### src/rtl/led_pattern_gen.sv
// -----------------------------------------------------------------------------
// led_pattern_gen
//
// Multi-channel LED pattern generator for board status indication. A single
// free-running prescaler produces a one-cycle clock-enable tick; every channel
// advances its own pattern on that tick. No derived clocks are used.
//
// Each channel holds a mode (OFF, ON, BLINK, BURST) and a half-period in ticks,
// loaded through a one-cycle register write port. A write restarts the
// channel's pattern in its on-state.
//
// Optional feature macro: LED_PWM_DIM_EN
//   When defined, adds input dim[3:0] and a free-running 4-bit PWM counter
//   that gates all LED outputs (dim=15 full on, dim=0 is 1/16 duty).
//
// Ports
//   mclk       in   system clock
//   rs_n       in   asynchronous active-low reset
//   wr_en      in   one-cycle write strobe
//   wr_ch      in   target channel (writes to channels >= CHANNELS are ignored)
//   wr_mode    in   00 OFF, 01 ON, 10 BLINK, 11 BURST
//   wr_period  in   half-period in ticks (0 behaves as 1)
//   dim        in   brightness, only with LED_PWM_DIM_EN
//   led        out  registered LED drive, active-high
// -----------------------------------------------------------------------------
module led_pattern_gen #(
   parameter int CHANNELS = 4,
   parameter int PRESCALE = 50000,
   parameter int PER_W    = 10,
   parameter int BURST_N  = 3,
   parameter int CH_W     = (CHANNELS > 1) ? $clog2(CHANNELS) : 1
) (
   input  logic                mclk,
   input  logic                rs_n,
   input  logic                wr_en,
   input  logic [CH_W-1:0]     wr_ch,
   input  logic [1:0]          wr_mode,
   input  logic [PER_W-1:0]    wr_period,
`ifdef LED_PWM_DIM_EN
   input  logic [3:0]          dim,
`endif
   output logic [CHANNELS-1:0] led
);

   localparam int              PS_W    = $clog2(PRESCALE);
   localparam logic [PS_W-1:0] PS_LAST = PS_W'(PRESCALE - 1);
   localparam int              H_N     = 4 * BURST_N;
   localparam int              H_W     = $clog2(H_N);
   localparam logic [H_W-1:0]  H_LAST  = H_W'(H_N - 1);

   localparam logic [1:0] M_OFF   = 2'b00;
   localparam logic [1:0] M_ON    = 2'b01;
   localparam logic [1:0] M_BLINK = 2'b10;
   localparam logic [1:0] M_BURST = 2'b11;

   logic [PS_W-1:0]     pre_cnt;
   logic                tick;

   logic [1:0]          mode   [CHANNELS];
   logic [PER_W-1:0]    period [CHANNELS];
   logic [PER_W-1:0]    cnt    [CHANNELS];
   logic [H_W-1:0]      hidx   [CHANNELS];
   logic [CHANNELS-1:0] phase;

   logic [CHANNELS-1:0] wr_hit;
   logic [CHANNELS-1:0] at_last;
   logic [CHANNELS-1:0] run;
   logic [CHANNELS-1:0] raw;

   // ---- prescaler: free-running, never disturbed by writes ----
   always_ff @(posedge mclk or negedge rs_n) begin
      if (!rs_n)
         pre_cnt <= '0;
      else if (pre_cnt == PS_LAST)
         pre_cnt <= '0;
      else
         pre_cnt <= pre_cnt + PS_W'(1);
   end

   assign tick = (pre_cnt == PS_LAST);

   // ---- per-channel decode ----
   always_comb begin
      wr_hit  = '0;
      at_last = '0;
      run     = '0;
      raw     = '0;
      for (int i = 0; i < CHANNELS; i++) begin
         // Out-of-range channel numbers never match any index, so such writes
         // leave every channel untouched.
         wr_hit[i]  = wr_en && (int'(wr_ch) == i);
         // A programmed period of 0 behaves as 1.
         at_last[i] = (period[i] <= PER_W'(1)) ? (cnt[i] == '0)
                                                : (cnt[i] == period[i] - PER_W'(1));
         run[i]     = mode[i][1];
         case (mode[i])
            M_OFF:   raw[i] = 1'b0;
            M_ON:    raw[i] = 1'b1;
            M_BLINK: raw[i] = phase[i];
            M_BURST: raw[i] = (int'(hidx[i]) < 2 * BURST_N) && !hidx[i][0];
         endcase
      end
   end

   // ---- channel state registers ----
   always_ff @(posedge mclk or negedge rs_n) begin
      if (!rs_n) begin
         for (int i = 0; i < CHANNELS; i++) begin
            mode[i]   <= M_OFF;
            period[i] <= '0;
            cnt[i]    <= '0;
            hidx[i]   <= '0;
         end
         phase <= '0;
      end else begin
         for (int i = 0; i < CHANNELS; i++) begin
            // A write in a tick cycle wins; that channel drops the tick.
            if (wr_hit[i]) begin
               mode[i]   <= wr_mode;
               period[i] <= wr_period;
               cnt[i]    <= '0;
               hidx[i]   <= '0;
               phase[i]  <= 1'b1;
            end else if (tick && run[i]) begin
               if (at_last[i]) begin
                  cnt[i]   <= '0;
                  phase[i] <= ~phase[i];
                  hidx[i]  <= (hidx[i] == H_LAST) ? '0 : hidx[i] + H_W'(1);
               end else begin
                  cnt[i] <= cnt[i] + PER_W'(1);
               end
            end
         end
      end
   end

   // ---- output register ----
`ifdef LED_PWM_DIM_EN
   logic [3:0] pwm_cnt;

   always_ff @(posedge mclk or negedge rs_n) begin
      if (!rs_n)
         pwm_cnt <= '0;
      else
         pwm_cnt <= pwm_cnt + 4'd1;
   end

   always_ff @(posedge mclk or negedge rs_n) begin
      if (!rs_n)
         led <= '0;
      else
         led <= raw & {CHANNELS{pwm_cnt <= dim}};
   end
`else
   always_ff @(posedge mclk or negedge rs_n) begin
      if (!rs_n)
         led <= '0;
      else
         led <= raw;
   end
`endif

endmodule
### config.mk
export PLATFORM = sky130hd
export DESIGN_NAME = led_pattern_gen
export DESIGN_NICKNAME = d
export VERILOG_FILES = /design/src/rtl/led_pattern_gen.sv
export SDC_FILE = /design/constraint.sdc
export NUM_CORES = 1
export LEC_CHECK = 0
export ABC_AREA = 1
export CAP_MARGIN = 10
export CORE_ASPECT_RATIO = 1.2
export CORE_MARGIN = 2
export CORE_UTILIZATION = 45
export DETAILED_ROUTE_END_ITERATION = 7
export GPL_TIMING_DRIVEN = 0
export PLACE_DENSITY = 0.64
export SLEW_MARGIN = 30
export SYNTH_ARGS = -nofsm -noshare
export SYNTH_HDL_FRONTEND = slang
export SYNTH_SLANG_ARGS = --single-unit
### constraint.sdc
create_clock -name mclk -period 1.9 [get_ports mclk]
set_input_delay 0.285 -clock mclk [delete_from_list [all_inputs] [get_ports mclk]]
set_output_delay 0.285 -clock mclk [all_outputs]
set_load 0.03 [all_outputs]
* Yosys cells after proc, flatten, opt, wreduce, memory -nomap -nowiden
Cells that the tools add are included.
** Storage, ports and cells
- Register bits :: 128
- Logic and storage cells :: 157
** Operators by class
- $add $sub $neg :: 13
- Order comparisons :: 8
- Eq/ne operators :: 24
- Mux-type cells :: 49
- Bitwise gates (word level) :: 4
- Reductions and logical operators :: 37
** Operator list (number)
- 2-to-1 mux 10 bit :: 12
- 2-to-1 mux 4 bit :: 16
- adder 10 x 1 -> 10 bit (second input constant) :: 4
- == test 10 bit :: 4
- <= comparator 10 x 1 -> 1 bit (second input constant) :: 4
- logical NOT 10 bit :: 4
- subtractor 10 x 1 -> 10 bit (second input constant) :: 4
- == test 2 bit (second input constant) :: 10
- adder 16 x 1 -> 16 bit (second input constant) :: 1
- adder 4 x 1 -> 4 bit (second input constant) :: 4
- == test 16 bit (second input constant) :: 1
- == test 4 bit (second input constant) :: 4
- less-than comparator 4 x 3 -> 1 bit (second input constant) :: 4
- 2-to-1 mux 1 bit :: 16
- 2-to-1 mux 16 bit :: 1
- one-hot mux 1 bit (4 select lines) :: 4
- nonzero test 2 bit :: 8
- logical AND 1 bit :: 12
- == test 2 x 1 -> 1 bit (second input constant) :: 5
- logical NOT 2 bit :: 5
- AND reduction 2 bit :: 4
- logical NOT 1 bit :: 4
- inverter 1 bit :: 4

* Depth between registers and ports, before layout
Gate-level depths: netlist (run 1).
- Word-level depth :: 6
- Depth in mapped cells :: 15
- Depth with buffers taken out :: 15

* Least setup slack after synthesis (run 1)
Ideal clock, no wire load.
- Path type :: register to register
- Start point :: register period[30] in the netlist's numbering
- End point :: register hidx[14] in the netlist's numbering
- Setup time :: 0.066 ns
- Arrival :: 1.735 ns
- Slack :: 0.099 ns
- Stages on the path, launching flop included :: 14
- Path buffers :: 1
- Clock period less this slack :: 1.801 ns
- Path through :: dfrtp_1 > inv_1 > ha_1 > inv_1 > nor2_1 > nand2_1 > nand2_1 > nand2_1 > nor2_1 > nand2_1 > o21ai_2 > buf_4 > nand3_1 > nand2_1
** Between the ends
- Longest elaborated chain between the ends :: 5
- Elaborated cells on any way between the ends :: 6
** Ends and longest elaborated chain
- start, declared :: RTL line 60 : logic [PER_W-1:0] period [CHANNELS];
- start signal, assigned by index :: RTL line 120 : period[i] <= wr_period;
- subtractor 10 x 1 -> 10 bit :: RTL line 94 : : (cnt[i] == period[i] - PER_W'(1));
- == test 10 bit :: RTL line 94
- 2-to-1 mux 1 bit * :: RTL line 93 : at_last[i] = (period[i] <= PER_W'(1)) ? (cnt[i] == '0)
- nonzero test 2 bit (no line) *
- AND reduction 2 bit (no line) *
- end signal, assigned by index :: RTL line 128 : hidx[i] <= (hidx[i] == H_LAST) ? '0 : hidx[i] + H_W'(1);
- end, declared :: RTL line 62 : logic [H_W-1:0] hidx [CHANNELS];
Mark *: on every way between the ends. The rest lies on a longest branch, timed or not.
A chain may end at the register's enable or synchronous reset.

* Worst setup path after layout (run 1)
- Start point :: register period[31] in the netlist's numbering
- End point :: register cnt[33] in the netlist's numbering
** Between the ends
- Longest elaborated chain between the ends :: 6
- Elaborated cells on any way between the ends :: 7
** Ends and longest elaborated chain
- subtractor 10 x 1 -> 10 bit :: RTL line 94
- == test 10 bit :: RTL line 94
- 2-to-1 mux 1 bit * :: RTL line 93
- 2-to-1 mux 10 bit * :: RTL line 125 : if (at_last[i]) begin
- 2-to-1 mux 10 bit * :: RTL line 124 : end else if (tick && run[i]) begin
- 2-to-1 mux 10 bit * :: RTL line 118 : if (wr_hit[i]) begin
- end signal, assigned by index :: RTL line 130 : cnt[i] <= cnt[i] + PER_W'(1);
- end, declared :: RTL line 61 : logic [PER_W-1:0] cnt [CHANNELS];
Mark *: on every way between the ends. The rest lies on a longest branch, timed or not. The select of a mux whose other input is x is not followed.

==> results of run 1 <==
[area by class of cell]
class	count	area (sq um)	share of cell area
Clock inverter	13	186.4	0.01898
Multi-Input combinational cell	814	4427	0.4506
Tap cell	220	275.3	0.02802
Buffer	20	152.6	0.01554
Timing Repair Buffer	57	573.1	0.05834
Inverter	148	560.5	0.05706
Clock buffer	19	442.9	0.04509
Sequential cell	128	3206	0.3263
[cells in the mapped netlist, drive strengths merged]
| cell type | instances |
|---|---|
| ha | 21 |
| a31oi | 5 |
| o211ai | 1 |
| or2 | 6 |
| buf | 12 |
| and2 | 2 |
| o22ai | 4 |
| clkinv | 1 |
| nor2 | 122 |
| and3 | 1 |
| nor3 | 17 |
| xor2 | 38 |
| a41oi | 1 |
| nand3 | 88 |
| nand3b | 3 |
| nor3b | 1 |
| a21oi | 32 |
| nor4 | 4 |
| clkbuf | 9 |
| xnor2 | 19 |
| nand2 | 344 |
| a211o | 3 |
| dfrtp | 128 |
| o21a | 2 |
| o21bai | 3 |
| inv | 147 |
| nand4 | 22 |
| o21ai | 75 |
[kinds of logic after synthesis]
group                    Yosys count  share of synthesized area
adder cells (fa/ha/maj)           21                    0.03323
AO/OA/AOI/OAI                    126                    0.08734
AND/OR/NAND/NOR                  610                     0.3258
flip-flops                       128                     0.4051
XOR/XNOR                          57                    0.06313
buffers and inverters            169                    0.08544
[power by group through the flow]
stage               clock network, mW  logic (mW)  registers (mW)
floorplan                           0        1.57            3.53
global placement                    0        2.05            3.61
detailed placement                  0        2.10            3.61
CTS                              3.56        2.23            3.57
global route                     3.68        2.83            3.66
finish                           3.52        2.47            3.59
[what timing repair did]
action                                  CTS  global route
endpoints found under the hold margin    47             0
endpoints found under the setup margin   66            65
setup buffers                            11            20
gates resized for setup                  39           100
pin swaps                                16            45
hold buffers                              1             0
gates cloned                              1             3
[flip-flops by register name (all words and copies together), names as in the netlist]
register,cells
led,4
period,40
pre_cnt,16
mode,8
hidx,16
cnt,40
phase,4
[worst reg2reg max path: stages (launching register included)]
cell and delay, ns:
dfrtp_1 0.37, inv_2 0.07, buf_4 0.13, ha_2 0.16, nor2_1 0.08, nor2_1 0.05
nand3_1 0.10, nand2_1 0.08, nor2_2 0.16, nand3_2 0.11, o21ai_4 0.24, buf_4 0.19
a21oi_1 0.06
[cells in the final DEF (no fill, tap or decap), drive strengths merged, types with 3 or more instances in the layout]
cell	netlist	routed
o21ai	75	75
xnor2	19	19
nor2	122	122
a21oi	32	32
o21bai	3	3
dfrtp	128	128
a211o	3	3
nand3	88	88
xor2	38	38
a31oi	5	5
clkbuf	9	31
nand4	22	22
inv	147	148
bufinv	0	4
or2	6	6
clkinv	1	5
clkinvlp	0	4
nor4	4	4
nand2	344	344
clkdlybuf4s50	0	19
buf	12	45
ha	21	21
nor3	17	17
nand3b	3	3
o22ai	4	4
[worst paths after layout]
path	startpoint	end	slack, ns	depth (start not counted)
max in group asynchronous	rs_n	cnt[31]	0.80	3
worst max-delay path	period[31]	cnt[33]	-0.03	12
min in group mclk	pre_cnt[15]	pre_cnt[15]	0.47	1
worst min register to register	pre_cnt[15]	pre_cnt[15]	0.47	1
worst max register to register	period[31]	cnt[33]	-0.03	12
worst min-delay path	rs_n	hidx[8]	0.36	2
[per-layer routing]
| metal | routed length (microns) | vias up | share of wire | global-route usage |
|---|---|---|---|---|
| li1 | - | 3674 | - | - |
| met1 | 8792 | 3380 | 0.45 | 0.2672 |
| met2 | 9861 | 112 | 0.51 | 0.3543 |
| met3 | 509 | 31 | 0.026 | 0.03443 |
| met4 | 360 | 0 | 0.018 | 0.08389 |
| met5 | 0 | - | 0 | 0 |
[per-stage QoR]
stage                     instances  utilization  TNS (ns)  cell area, sq um
after detailed placement       1352       0.4844    -36.65              8416
after CTS                      1397       0.5345   -0.5738              9286
final                          1419       0.5654   -0.1880              9823
after floorplan                1111            -         0              7908
after global routing           1419       0.5654    -2.514              9823
after global placement         1351       0.4825   -638.68              8383
==> impl_results.md, run 1 <==
- Outcome: finished, violations left
- Violated checks: negative setup slack
- Clock Tree Buf Depth: 2
- Synth Register Bits: 128
- Setup crit start kind: register
- Library cells used by synthesis: 40
- Pre-CTS WS: -0.7694 ns
- Crit path largest cell delay: 0.37 ns
- Mapped Area: 7908 sq um
- GRT Total Usage: 0.2088
- P_int: 6.373 mW
- Layout Nets: 1,224
- Worst Tran Pin Value: 0.4365 ns
- Seq/Total Area, Yosys: 0.4051
- Htree depth: 4
- Initial Util: 0.4551
- CTS root buf: clkbuf_16
- Final Total Pwr: 9.582 mW
- Vias: 7,197
- Top cell type's share of synthesized area: 0.4051
- Core area: 17,370 sq um
- HP Class: in -> async
- CTS Buf Count: 17
- Die height: 149.2 microns
- Slowest cell on crit path: dfrtp_1
- Total gr overflow: 0
- Fmax: 0.5192 GHz
- Routability Congestion: 0.8757
- Via-to-Cell Ratio: 5.072
- Worst hold slack: 0.3583 ns
- Clock sinks: 128
- Max-slew headroom: 0.7081
- Reg power frac: 0.375
- Drt total wl: 19,520 microns
- Antenna Diode Count: 0
- Die ar.: 18,650 sq um
- Final worst slack: -0.02590 ns
- Drt initial violations: 375
- Cell Chain, Critical Path: inv_2 > buf_4 > ha_2 > nor2_1 > nor2_1 > nand3_1 > nand2_1 > nor2_2 > nand3_2 > o21ai_4 > buf_4 > a21oi_1
- Sw frac: 0.3349
- Area Growth Syn to Fin: 24.22%
- Detailed-placement wirelength estimate: 13,420 microns
- Maximum VDD drop: 0.7918 mV
- # fillers: 1,598
- Synth Net Count: 1,149
- CP Data Required Time: 2.21 ns
- Dominant cell type by area after synthesis: dfrtp_1
- First-pass GRT wire length: 31,730 microns
- # port buffers: 20
- Initial antenna violation count: 1
- Yosys warning count: 0
- DRC: 0
- Min Tclk post-route: 1.926 ns
- Mapped Avg Cell Area: 7.118 sq um
- Arrival @ worst endpoint: 2.23 ns
- Worst clock skew: 0.006290 ns
- Area contributors post-synth: dfrtp_1, nand2_1, inv_1
- Lkg Pwr: 4.885 nW
- Worst skew pair latency: 0.43 ns
- Die Wd: 125.0 microns
- Sw power: 3.209 mW
- Vias in the first global route: 6,721
- CP top delay family: simple AND/OR/NAND/NOR gates
- Fin crit share: 1.014
- Max-slew violations: 0
- CP bufs+invs: 3
- Worst-path clk slew: 0.06 ns
- Hold Vio Cnt, Final: 0
- Avg WL per Cell: 13.76 microns
- I/O pin count: 21
- CP Class: reg -> reg
- CTS tree: built
- Critical path peak fanout: 5
- Row cnt: 53
- Combinational share of power: 0.258
- Cell area power density: 975.4 nW/um^2
- Critical Path End Type: register
- RSZ-0062 raised after global routing: yes
- Drt pass-1 iters: 5
- Clock share of power: 0.367
- Detail Route Antenna Nets: 0
- Setup violations, final: 11
- Layout cells sized above 1: 0.1693
- Largest net degree at the start of global routing: 82
- Cells after Synth: 1,111
- Max Cap Violations: 0
Note: power is estimated with default switching activity, not from simulation.
==> run 2: changes to the inputs <==
CORE_UTILIZATION = 55   (was 45)
PLACE_DENSITY = 0.75   (was 0.64)
==> impl_results.md, run 2 (synthesis results as in run 1) <==
- FF/Latch Area: 3204 sq um
- CP Data Required Time: 2.26 ns
- Fin cells: 1,376
- CTS tree: built
- Commonest non-fill, non-tap cells in the layout: nand2_1, dfrtp_1, inv_1
- Die height: 135.4 microns
- Lkg Pwr: 4.887 nW
- Layout cells sized above 1: 0.1624
- Core area: 14,230 sq um
- Initial antenna violation count: 0
- Combinational share of power: 0.263
- HP Class: in -> async
- Vias in the first global route: 6,873
- Final worst slack: -0.01342 ns
- Cell area power density: 971.4 nW/um^2
- Setup violations, final: 9
- Final Util: 0.6822
- Total gr overflow: 0
- Hold Vio Cnt, Final: 0
- # port buffers: 20
- Pre-CTS WS: -0.7118 ns
- Min Tclk post-route: 1.913 ns
- CTS root buf: clkbuf_16
- Vias: 7,345
- Reg power frac: 0.381
- DRC: 0
- Drt pass-1 iters: 5
- RSZ-0062 raised after global routing: yes
- Commonest non-fill, non-tap cell in the layout: nand2_1
- Placed Area: 8359 sq um
- Via-to-Cell Ratio: 5.338
- Footprint of the multi-input gates: 4397 sq um
- Worst Tran Pin Value: 0.4434 ns
- Die Wd: 113.5 microns
- Die ar.: 15,360 sq um
- Setup crit start kind: register
- GRT Total Usage: 0.2581
- Initial Util: 0.5556
- Worst R2R End: phase[0]
- Area Growth Syn to Fin: 22.80%
- Placed Cells: 1,307
- Routability Congestion: 0.8809
- Worst-path clk slew: 0.06 ns
- Arrival @ worst endpoint: 2.28 ns
- Clock share of power: 0.355
- Worst reg2reg setup slack: -0.01 ns
- Drt total wl: 19,140 microns
- Avg WL per Cell: 13.91 microns
- Htree depth: 4
- Worst clock skew: 0.005828 ns
- Outcome: finished, violations left
- Fmax: 0.5226 GHz
- R2R cell count: 13
- Violated checks: negative setup slack
- CTS Buf Count: 17
- Row cnt: 48
- Sw frac: 0.3262
- Max Cap Violations: 0
- CP Class: reg -> reg
- I/O pin count: 21
- Max-slew headroom: 0.7044
- Worst skew pair latency: 0.42 ns
- Launch point of the worst reg-to-reg path: period[31]
- Detail Route Antenna Nets: 0
- # fillers: 1,168
- Critical path peak fanout: 5
- Final instance area: 9711 sq um
- Clock sinks: 128
- Sw power: 3.077 mW
- Antenna Diode Count: 0
- Detailed-placement wirelength estimate: 13,150 microns
- Layout Nets: 1,226
- Biggest regs: cnt x40, period x40
- Maximum VDD drop: 0.6473 mV
- Max-slew violations: 0
- P_int: 6.356 mW
- Critical Path End Type: register
- Clock Tree Buf Depth: 2
- Critical Path Source: period[31]
- First-pass GRT wire length: 31,620 microns
- Fin crit share: 1.007
- Largest net degree at the start of global routing: 86
- Drt initial violations: 563
==> run 2: cell types whose count changed in the layout (fill, tap and decap cells not counted), moves of 3 or more <==
| cell | before | now |
|---|---|---|
| clkinvlp_4 | 4 | 0 |
| nor3_2 | 3 | 0 |
| nand3_1 | 73 | 77 |
| nor3_1 | 12 | 15 |
| buf_6 | 4 | 8 |
| clkbuf_8 | 1 | 4 |
| clkbuf_1 | 7 | 11 |
==> run 2: worst max-delay path: stages (launching register included) <==
cell     delay [ns]
dfrtp_1        0.37
inv_2          0.07
ha_4           0.27
inv_2          0.03
nand2_2        0.06
nand2_2        0.05
nor2_2         0.10
nand3_1        0.10
nor2_2         0.14
nand3_2        0.11
o21ai_4        0.25
buf_6          0.16
nand3_1        0.06
nand2_1        0.07
==> run 2: what timing repair did <==
item,CTS,global route
pin swaps,16,41
gates resized for setup,45,84
cloned,2,2
setup buffers,18,15
hold buffers,1,0
endpoints found under the hold margin,43,0
setup endpoints to repair,66,57
==> run 2: worst max-delay path by stage <==
| stage | to | slack (ns) | depth (start not counted) |
|---|---|---|---|
| 2_1_floorplan | hidx[14] | 0.1 | 13 |
| 3_3_place_gp | cnt[39] | -4.53 | 1 |
| 3_5_place_dp | cnt[11] | -0.71 | 7 |
| 4_1_cts | hidx[14] | -0.02 | 13 |
| 5_1_grt | cnt[30] | -0.11 | 12 |
| 6_report | phase[0] | -0.01 | 13 |
==> run 2: layer usage <==
layer  up-vias  track usage  part of all wire
met4         0       0.1206             0.033
met1      3453       0.3295              0.45
met5         -            0                 0
li1       3683            -                 -
met2       164       0.4318              0.48
met3        45      0.03982             0.035
==> run 2: cell type report <==
cell class | count | share of cell area
multi-input cells | 814 | 0.4528
flip-flops and latches | 128 | 0.3300
repair buffers | 59 | 0.06043
inverters | 148 | 0.05772
clock buffers | 27 | 0.05180
well taps | 175 | 0.02255
plain buffers | 20 | 0.01443
clock inverters | 5 | 0.01031
==> run 2: through the flow <==
stage | TNS [ns] | hold slack [ns] | total power [mW]
global placement | -608.20 | 0.4493 | 5.631
detailed placement | -33.66 | 0.1973 | 5.718
finish | -0.06643 | 0.3433 | 9.432
global route | -2.025 | 0.3697 | 10.02
floorplan | 0 | -0.01059 | 5.102
CTS | -0.06268 | 0.3458 | 9.230
==> run 2: power groups by stage <==
| stage | Sequential [mW] | Clock, mW | Combinational (mW) |
|---|---|---|---|
| floorplan | 3.53 | 0 | 1.57 |
| CTS | 3.57 | 3.40 | 2.26 |
| detailed placement | 3.61 | 0 | 2.11 |
| global placement | 3.60 | 0 | 2.03 |
| global route | 3.65 | 3.52 | 2.85 |
| finish | 3.60 | 3.35 | 2.48 |
==> run 3: changes to the inputs <==
CELL_PAD_IN_SITES_DETAIL_PLACEMENT = 1   (was unset)
CELL_PAD_IN_SITES_GLOBAL_PLACEMENT = 1   (was unset)
CORE_UTILIZATION = 42   (was 55)
PLACE_DENSITY = 0.77   (was 0.75)
==> impl_results.md, run 3 (synthesis results as in run 1) <==
- Biggest regs: cnt x40, period x40
- Max-slew violations: 0
- CTS root buf: clkbuf_16
- First-pass GRT wire length: 38,850 microns
- CTS Buf Count: 17
- Worst setup path end: hidx[14]
- Layout Nets: 1,222
- Final Util: 0.5424
- Hold Vio Cnt, Final: 0
- Slowest cell on crit path: dfrtp_1
- Worst R2R End: hidx[14]
- Clock sinks: 128
- Placed Cells: 1,384
- Commonest non-fill, non-tap cells in the layout: nand2_1, inv_1, dfrtp_1
- Initial antenna violation count: 0
- # port buffers: 20
- CP top delay family: simple AND/OR/NAND/NOR gates
- Largest net degree at the start of global routing: 70
- CP Data Required Time: 2.26 ns
- Critical Path Source: period[30]
- Worst clock skew: 0.01678 ns
- CTS tree: built
- Die height: 154.3 microns
- Crit path largest cell delay: 0.39 ns
- Max Cap Violations: 0
- Vias: 7,465
- Htree depth: 4
- Fin cells: 1,449
- R2R cell count: 12
- Via-to-Cell Ratio: 5.152
- Worst hold slack: 0.3912 ns
- Vias in the first global route: 7,855
- Launch point of the worst reg-to-reg path: period[30]
- Clock Tree Buf Depth: 2
- HP Class: in -> async
- FF/Latch Area: 3206 sq um
- Footprint of the multi-input gates: 4508 sq um
- Setup violations, final: 16
- DRC: 0
- Min Tclk post-route: 1.951 ns
- Die Wd: 129.3 microns
- Total gr overflow: 0
- Avg WL per Cell: 16.28 microns
- Core area: 18,310 sq um
- Final worst slack: -0.05092 ns
- Critical Path Stages: 12
- Drt pass-1 iters: 4
- Setup crit start kind: register
- # fillers: 2,282
- Antenna Diode Count: 0
- Arrival @ worst endpoint: 2.31 ns
- Die ar.: 19,950 sq um
- Detail Route Antenna Nets: 0
- Layout cells sized above 1: 0.1813
- Cell Chain, Critical Path: buf_4 > ha_1 > nor2_1 > nor2_1 > nand3_1 > nand2_1 > nor2_2 > nand3_2 > o21ai_4 > buf_6 > nand3_1 > nand2_1
- I/O pin count: 21
- Routability Congestion: 0.8126
- Drt initial violations: 295
- Worst-path clk slew: 0.06 ns
- Worst Tran Pin Value: 0.4789 ns
- Cell area power density: 992.6 nW/um^2
- Initial Util: 0.4319
- CP Class: reg -> reg
- Worst skew pair latency: 0.42 ns
- Worst reg2reg setup slack: -0.05 ns
- Violated checks: negative setup slack
- Maximum VDD drop: 0.7949 mV
- Row cnt: 54
- Drt total wl: 23,600 microns
- Lkg Pwr: 4.915 nW
- CP bufs+invs: 2
- Area Growth Syn to Fin: 25.60%
- Max-slew headroom: 0.6807
- Fin crit share: 1.027
- RSZ-0062 raised after global routing: yes
- Fmax: 0.5126 GHz
- GRT Total Usage: 0.2432
- Critical path peak fanout: 5
- Detailed-placement wirelength estimate: 16,090 microns
- Outcome: finished, violations left
- Commonest non-fill, non-tap cell in the layout: nand2_1
- Critical Path End Type: register
## run 3: cell types whose count changed in the layout (fill, tap and decap cells not counted), sizes merged
cell	change
clkbuf	-7
buf	-2
clkinv	+3
clkinvlp	+1
bufinv	+1
## run 3: where the power goes
group | internal (mW) | leakage, nW | switching [mW] | total, mW
logic | 1.06 | 2.95 | 1.59 | 2.65
registers | 3.12 | 1.65 | 0.515 | 3.64
clock network | 2.33 | 0.316 | 1.24 | 3.57
## run 3: layout make-up
cell class,instances,area share
Buffer,19,0.01323
Clock buffer,22,0.04875
Clock inverter,10,0.01575
Inverter,148,0.05644
Multi-Input combinational cell,814,0.4539
Sequential cell,128,0.3228
Tap cell,252,0.03175
Timing Repair Buffer,56,0.05745
## run 3: per-layer routing
metal,track usage,share of wire,vias to the layer above
met5,0,0,-
met4,0.08075,0.017,0
met3,0.03286,0.016,30
met2,0.4218,0.52,81
met1,0.3103,0.45,3694
li1,-,-,3660
## run 3: repair_timing
action,4_1_cts,5_1_grt
hold endpoints to repair,59,0
gates resized for setup,65,89
setup buffers,12,18
cloned,2,2
pin swaps,23,33
hold buffers,1,0
endpoints found under the setup margin,71,70
## run 3: worst min path at each step
stage | from | to | slack (ns)
after floorplan | rs_n | cnt[0] | -0.01
after global placement | pre_cnt[0] | pre_cnt[0] | 0.45
final | rs_n | cnt[28] | 0.39
after detailed placement | rs_n | cnt[25] | 0.26
after global routing | rs_n | cnt[25] | 0.43
after CTS | rs_n | cnt[28] | 0.41
## run 3: worst register-to-register path: cells and delay by family, from the launching register on
kind	cells	cell delay (ns)
AND/OR/NAND/NOR	8	0.73
flip-flops	1	0.39
buffers and inverters	2	0.33
AO/OA/AOI/OAI	1	0.27
adder cells (fa/ha/maj)	1	0.18
## run 3: per-stage QoR
| step | worst slack (ns) | instance area, sq um | setup TNS (ns) | power [mW] |
|---|---|---|---|---|
| 5_1_grt | -0.1970 | 9932 | -5.691 | 10.47 |
| 3_5_place_dp | -0.7628 | 8456 | -40.69 | 5.833 |
| 6_report | -0.05092 | 9932 | -0.3886 | 9.858 |
| 3_3_place_gp | -4.826 | 8423 | -651.93 | 5.726 |
| 2_1_floorplan | 0.09856 | 7908 | 0 | 5.102 |
| 4_1_cts | -0.06273 | 9463 | -0.6879 | 9.661 |
